--- config.mk ---
export PLATFORM = sky130hd
export DESIGN_NAME = phase_baseline_sampler
export DESIGN_NICKNAME = d
export VERILOG_FILES = /design/src/rtl/phase_baseline_sampler.sv
export SDC_FILE = /design/constraint.sdc
export NUM_CORES = 1
export LEC_CHECK = 0
export ABC_CLOCK_PERIOD_IN_PS = 3140
export BUFFER_PORTS_ARGS = -buffer_cell sky130_fd_sc_hd__buf_2
export CORE_AREA = 2 2 149 151
export DETAILED_ROUTE_END_ITERATION = 16
export DIE_AREA = 0 0 151 153
export GPL_ROUTABILITY_DRIVEN = 0
export PLACE_DENSITY = 0.79
export SYNTH_ARGS = -nofsm -noshare
export SYNTH_HDL_FRONTEND = slang
export SYNTH_SLANG_ARGS = --single-unit
--- constraint.sdc ---
create_clock -name CLK -period 3.14 [get_ports CLK]
set_input_delay 0.628 -clock CLK [delete_from_list [all_inputs] [get_ports CLK]]
set_output_delay 0.628 -clock CLK [all_outputs]
set_load 0.02 [all_outputs]
--- src/rtl/phase_baseline_sampler.sv ---
// -----------------------------------------------------------------------------
// phase_baseline_sampler
//
// Decimates the per-CE smoothed phase/period value from the IIR phase-shift
// filter down to one sample every SAMPLE_DIV enabled cycles. It subtracts a
// calibration baseline from each sample and clamps the result at zero. The
// corrected samples go into a small first-word-fall-through FIFO for the
// readout side.
//
// An on-request calibration pass averages 2^CAL_SHIFT decimated samples and
// stores the average as the new baseline.
//
// Ports
//   CLK             single clock, all logic on the rising edge
//   RESET           synchronous, active-high
//   CE              input-sample enable (filter update rate)
//   PERIOD_IN       filtered phase value, unsigned, W bits
//   CALIBRATE       level request for a baseline measurement. It is only
//                   looked at while running, and ignored during calibration.
//   OUT_VALID       FIFO holds at least one sample
//   OUT_READY       consumer accepts the head sample
//   OUT_DATA        head sample (baseline corrected); 0 while OUT_VALID=0
//   CAL_OFFSET      current baseline
//   CAL_BUSY        calibration in progress
//   OVERFLOW_COUNT  samples dropped because the FIFO was full (saturating)
//
// Output handshake: a transfer happens in every cycle where OUT_VALID and
// OUT_READY are both high. OUT_VALID does not wait for OUT_READY. OUT_DATA
// stays stable while OUT_VALID=1 and OUT_READY=0. A transfer does not depend
// on CE.
// -----------------------------------------------------------------------------
module phase_baseline_sampler #(
  parameter int PERIOD_INT_PART  = 10,
  parameter int PERIOD_FRAC_PART = 20,
  parameter int SAMPLE_DIV       = 256,
  parameter int CAL_SHIFT        = 4,
  parameter int FIFO_DEPTH_BITS  = 2,
  parameter int OVF_BITS         = 16
) (
  input  logic                                        CLK,
  input  logic                                        RESET,
  input  logic                                        CE,
  input  logic [PERIOD_INT_PART+PERIOD_FRAC_PART-1:0] PERIOD_IN,
  input  logic                                        CALIBRATE,
  output logic                                        OUT_VALID,
  input  logic                                        OUT_READY,
  output logic [PERIOD_INT_PART+PERIOD_FRAC_PART-1:0] OUT_DATA,
  output logic [PERIOD_INT_PART+PERIOD_FRAC_PART-1:0] CAL_OFFSET,
  output logic                                        CAL_BUSY,
  output logic [OVF_BITS-1:0]                         OVERFLOW_COUNT
);

  localparam int W      = PERIOD_INT_PART + PERIOD_FRAC_PART;
  localparam int DIV_W  = $clog2(SAMPLE_DIV);
  localparam int CNT_W  = (CAL_SHIFT > 0) ? CAL_SHIFT : 1;
  localparam int ACC_W  = W + CAL_SHIFT;
  localparam int DEPTH  = 1 << FIFO_DEPTH_BITS;
  localparam int PTR_W  = FIFO_DEPTH_BITS;

  localparam logic [DIV_W-1:0]    DIV_LAST = DIV_W'(SAMPLE_DIV - 1);
  localparam logic [CNT_W-1:0]    CAL_LAST = CNT_W'((1 << CAL_SHIFT) - 1);
  localparam logic [PTR_W:0]      FULL_CNT = (PTR_W + 1)'(DEPTH);
  localparam logic [OVF_BITS-1:0] OVF_MAX  = '1;

  // ---------------------------------------------------------------------------
  // Decimation divider
  // ---------------------------------------------------------------------------
  logic [DIV_W-1:0] div_cnt;
  logic             strobe;
  logic             cal_start;

  assign strobe = CE && (div_cnt == DIV_LAST);

  // When calibration starts, the divider is realigned so that the averaging
  // window always covers whole decimation periods from the request onward.
  always_ff @(posedge CLK) begin
    if (RESET) begin
      div_cnt <= '0;
    end else if (cal_start) begin
      div_cnt <= '0;
    end else if (CE) begin
      div_cnt <= (div_cnt == DIV_LAST) ? '0 : div_cnt + DIV_W'(1);
    end
  end

  // ---------------------------------------------------------------------------
  // Run / calibrate FSM (state register, next-state, outputs)
  // ---------------------------------------------------------------------------
  typedef enum logic [0:0] {
    ST_RUN = 1'b0,
    ST_CAL = 1'b1
  } state_t;

  state_t           state_q;
  state_t           state_d;
  logic [CNT_W-1:0] cal_cnt;
  logic             cal_last_hit;
  logic             run_sample;
  logic             cal_accum;
  logic             cal_done;
  logic             busy;

  assign cal_last_hit = (cal_cnt == CAL_LAST);

  always_ff @(posedge CLK) begin
    if (RESET) begin
      state_q <= ST_RUN;
    end else begin
      state_q <= state_d;
    end
  end

  always_comb begin
    state_d = state_q;
    case (state_q)
      ST_RUN: if (CALIBRATE) state_d = ST_CAL;
      ST_CAL: if (strobe && cal_last_hit) state_d = ST_RUN;
      default: state_d = ST_RUN;
    endcase
  end

  // In the cycle where calibration starts, the FSM is still in RUN. A strobe
  // in that cycle therefore produces a normal sample that uses the old
  // baseline.
  always_comb begin
    run_sample = 1'b0;
    cal_start  = 1'b0;
    cal_accum  = 1'b0;
    cal_done   = 1'b0;
    busy       = 1'b0;
    case (state_q)
      ST_RUN: begin
        run_sample = strobe;
        cal_start  = CALIBRATE;
      end
      ST_CAL: begin
        cal_accum = strobe;
        cal_done  = strobe && cal_last_hit;
        busy      = 1'b1;
      end
      default: ;
    endcase
  end

  assign CAL_BUSY = busy;

  // ---------------------------------------------------------------------------
  // Calibration accumulator and baseline
  // ---------------------------------------------------------------------------
  // The accumulator is CAL_SHIFT bits wider than a sample. A sum of
  // 2^CAL_SHIFT samples therefore cannot overflow it.
  logic [ACC_W-1:0] cal_acc;
  logic [ACC_W-1:0] acc_sum;
  logic [W-1:0]     cal_offset;

  assign acc_sum = cal_acc + ACC_W'(PERIOD_IN);

  always_ff @(posedge CLK) begin
    if (RESET) begin
      cal_acc    <= '0;
      cal_cnt    <= '0;
      cal_offset <= '0;
    end else if (cal_start) begin
      cal_acc <= '0;
      cal_cnt <= '0;
    end else if (cal_accum) begin
      cal_acc <= acc_sum;
      cal_cnt <= cal_cnt + CNT_W'(1);
      // The last sample is folded in directly. The average is truncated.
      if (cal_done) begin
        cal_offset <= W'(acc_sum >> CAL_SHIFT);
      end
    end
  end

  assign CAL_OFFSET = cal_offset;

  // ---------------------------------------------------------------------------
  // Baseline subtraction and sample register
  // ---------------------------------------------------------------------------
  // The subtraction is done one bit wider than a sample. The extra top bit
  // is then the sign, so a negative difference clamps to 0.
  logic [W:0]   diff;
  logic [W-1:0] corrected;
  logic [W-1:0] sample_data;
  logic         sample_vld;

  assign diff      = {1'b0, PERIOD_IN} - {1'b0, cal_offset};
  assign corrected = diff[W] ? '0 : diff[W-1:0];

  always_ff @(posedge CLK) begin
    if (RESET) begin
      sample_vld  <= 1'b0;
      sample_data <= '0;
    end else begin
      sample_vld <= run_sample;
      if (run_sample) begin
        sample_data <= corrected;
      end
    end
  end

  // ---------------------------------------------------------------------------
  // FWFT output FIFO
  // ---------------------------------------------------------------------------
  logic [W-1:0]     mem [DEPTH];
  logic [PTR_W-1:0] rd_ptr;
  logic [PTR_W-1:0] wr_ptr;
  logic [PTR_W:0]   count;
  logic             fifo_empty;
  logic             fifo_full;
  logic             pop;
  logic             push_ok;
  logic             drop;

  assign fifo_empty = (count == '0);
  assign fifo_full  = (count == FULL_CNT);
  assign pop        = !fifo_empty && OUT_READY;
  // A push into a full FIFO is still accepted when the head leaves in the
  // same cycle. The write then lands in the slot being vacated, which
  // becomes the new tail.
  assign push_ok    = sample_vld && (!fifo_full || pop);
  assign drop       = sample_vld && fifo_full && !pop;

  // Storage is not reset. Entries are only visible through count, and
  // OUT_DATA is masked while the FIFO is empty.
  always_ff @(posedge CLK) begin
    if (push_ok) begin
      mem[wr_ptr] <= sample_data;
    end
  end

  always_ff @(posedge CLK) begin
    if (RESET) begin
      rd_ptr <= '0;
      wr_ptr <= '0;
      count  <= '0;
    end else begin
      if (push_ok) wr_ptr <= wr_ptr + PTR_W'(1);
      if (pop)     rd_ptr <= rd_ptr + PTR_W'(1);
      case ({push_ok, pop})
        2'b10:   count <= count + (PTR_W + 1)'(1);
        2'b01:   count <= count - (PTR_W + 1)'(1);
        default: count <= count;
      endcase
    end
  end

  assign OUT_VALID = !fifo_empty;
  assign OUT_DATA  = fifo_empty ? '0 : mem[rd_ptr];

  // ---------------------------------------------------------------------------
  // Dropped-sample counter (saturating)
  // ---------------------------------------------------------------------------
  logic [OVF_BITS-1:0] ovf_cnt;

  always_ff @(posedge CLK) begin
    if (RESET) begin
      ovf_cnt <= '0;
    end else if (drop && (ovf_cnt != OVF_MAX)) begin
      ovf_cnt <= ovf_cnt + OVF_BITS'(1);
    end
  end

  assign OVERFLOW_COUNT = ovf_cnt;

endmodule

==> run_results.csv <==
group,metric,value,unit
outcome,status,"complete, no violations",
yosys,ys.flop_type,"dfxtp_1",
min_path,hold_end,"state_q",
clocking,clock-root-buffer,"clkbuf_16",
timing,slew-limit-headroom,0.451,
clocking,clk_latency,520,ps
power,vdd_drop_max,0.387,mV
yosys,synth_top_family_by_area,"simple AND/OR/NAND/NOR gates",
floorplanning,die_h,153,um
layout,final_util,0.683,
yosys,synth-async-reset-ratio,0,
yosys,synth_top_area_cell,"edfxtp_1",
yosys,syn_nets,1309,
yosys,synth-seq-cells,253,
place,io_buffers,112,
clocking,clock-sinks,253,
floorplanning,std_cell_rows,54,
floorplanning,die_x,151,um
drt,vias,9665,
global_route,grt_overflow,0,
clocking,clockBufferDepth,3,
clocking,clk_pin_slew,60,ps
layout,finish.instance_area,14700,um2
floorplanning,die_area,23100,um2
layout,final_nets,1462,
yosys,yosysSeqAreaShare,0.495,
yosys,ys_types,64,
clocking,tritoncts,"built",
worst_setup_path,r2r_setup_slack,120,ps
yosys,synth_simple_gate_area_share,0.148,
clocking,postCtsSetupBuffers,0,
power,cellPowerDensity,457,nW/um2
global_route,grtUsageTotal,0.252,
yosys,synth-adder-area-share,0.0720,
yosys,yosys-top-cells-count,"dfxtp_1, edfxtp_1, nor2_1",
drt,drt_pre_antenna_iters,7,
drt,antenna_left,0,
clocking,cts_buffers,25,
yosys,synth_area_leaders,"edfxtp_1, dfxtp_1, ha_1",
global_route,antenna_found_initial,0,
timing,slew_violations,0,
drt,dr.first_iter.drc_count,759,
yosys,synth_area,12600,um2
yosys,syn_avg_cell_area,10.5,um2
place,dp_slack,-167,ps
yosys,synth_compound_area_frac,0.147,
place,placed_area,13900,um2
drt,post-route-drc-count,0,
worst_setup_path,reg2reg_depth,9,
min_path,min_path_type,"in -> reg",
clocking,htree_levels,1,
yosys,synth-xor-area-share,0.0512,
yosys,synth_edf_count,120,
worst_setup_path,crit_type,"reg -> reg",
global_route,grt_pass1_wl,47.0,mm
flow_run,cap_violations,0,
floorplanning,core_area,21500,um2
timing,rsz0062_at_grt,"no",
min_path,hold_depth,2,
timing,post-route-min-period,3020,ps
global_route,first_global_vias,9440,
layout,drive_gt1_frac,0.188,
timing,setup-violations-final,0,
worst_setup_path,worstReg2RegStart,"cal_acc[11]",
timing,timing.final.ws_setup,116,ps
floorplanning,floorplan.initialDensity,0.589,
drt,wl_per_cell,17.5,um
timing,timing.fmax,0.331,GHz
clocking,ctsHoldBuffers,0,
worst_setup_path,start_kind,"register",
yosys,synth_top_area_frac,0.285,
timing,worstMarginPinSlew,823,ps
place,dp_hpwl,20.6,mm
drt,vias_per_cell,5.84,
global_route,grt_max_degree,52,
power,power,0.00670,W
worst_setup_path,end_kind,"register",
drt,wl,28.9,mm
layout,antenna_cells,0,
layout,syn2layout_area_growth,16.0,%
power,p_leak,6.00,nW
yosys,synth_mux_area_frac,0.0558,
floorplanning,ioPinCount,113,
timing,min_period_over_period,0.963,
worst_setup_path,worstPathRequired,3570,ps
yosys,syn_inst,1203,
min_path,hp-start,"CALIBRATE",
yosys,yosysMostFrequentCell,"dfxtp_1",
timing,skew,16.6,ps
clocking,post_cts_resized,0,
yosys,ys_warn_count,0,
timing,hold_viol,0,
worst_setup_path,timing.rr.end,"cal_acc[32]",
worst_setup_path,cp.arrival,3460,ps
worst_setup_path,crit_fanout,6,
==> power breakdown <==
group	internal, W	switching, W	total [W]
Sequential	0.00342	0.00000285	0.00343
Combinational	0.000158	0.000244	0.000402
Clock	0.00160	0.00128	0.00288
==> worst max-delay path, cell delays in order, from the launching register on <==
cell	delay [ps]
dfxtp_1	310
ha_1	370
nand4_1	170
or3_1	370
a211oi_1	600
o211ai_1	220
a31o_2	250
nand2b_1	160
or3_1	320
a21oi_1	140
==> worst max path at each step <==
| stage | slack [ps] | from | to |
|---|---|---|---|
| 6_report | 120 | cal_acc[11] | cal_acc[32] |
| 5_1_grt | 70 | cal_acc[11] | cal_acc[32] |
| 4_1_cts | 230 | register | OUT_DATA[20] |
| 3_5_place_dp | -170 | PERIOD_IN[11] | cal_acc[32] |
| 3_3_place_gp | -70 | PERIOD_IN[11] | cal_acc[32] |
| 2_1_floorplan | 190 | PERIOD_IN[0] | sample_data[29] |
==> registers in the layout, indices dropped and copies added, names as in the netlist, named ones only <==
register and flops:
cal_acc 34, state_q 1, CAL_OFFSET 30, mem 120, div_cnt 8, sample_data 30, OVERFLOW_COUNT 16, count 3
cal_cnt 4, sample_vld 1, wr_ptr 2, rd_ptr 2
==> layout make-up <==
type / instances / area [um2]
Timing Repair Buffer: 173 / 1040
Inverter: 54 / 203
Sequential cell: 253 / 6270
Fill cell: 1613 / 6810
Tap cell: 280 / 350
Multi-Input combinational cell: 849 / 6020
Clock buffer: 30 / 654
Clock inverter: 16 / 135
==> metrics by stage <==
stage                     hold WS [ps]  cells  setup TNS, ps
after floorplan                    436   1203              0
after global placement             447   1609          -80.4
after detailed placement           449   1609           -438
after CTS                          343   1655              0
after global routing               366   1655              0
final                              359   1655              0
==> logic make-up (layout without fill, tap and decap cells) <==
kind of cell | count (synthesis) | after routing
AND/OR/NAND/NOR | 389 | 389
AO/OA/AOI/OAI | 282 | 282
flip-flops | 253 | 253
buffers and inverters | 101 | 273
XOR/XNOR | 74 | 74
adder cells (fa/ha/maj) | 71 | 71
multiplexers | 33 | 33
==> layout by cell type, fill, tap and decap left out, drive strengths merged, types with 38 or more instances in the layout <==
master,n
buf,173
dfxtp,133
edfxtp,120
nor2,111
nand2,108
a21oi,78
ha,68
inv,60
o21ai,49
and2,40
xnor2,38
==> metal layers <==
| layer | GRT usage | share of wire |
|---|---|---|
| met1 | 0.344 | 0.44 |
| met2 | 0.421 | 0.47 |
| met3 | 0.0307 | 0.057 |
| met4 | 0.0779 | 0.031 |
| met5 | 0 | 0 |
Note: power is estimated with default switching activity, not from simulation.
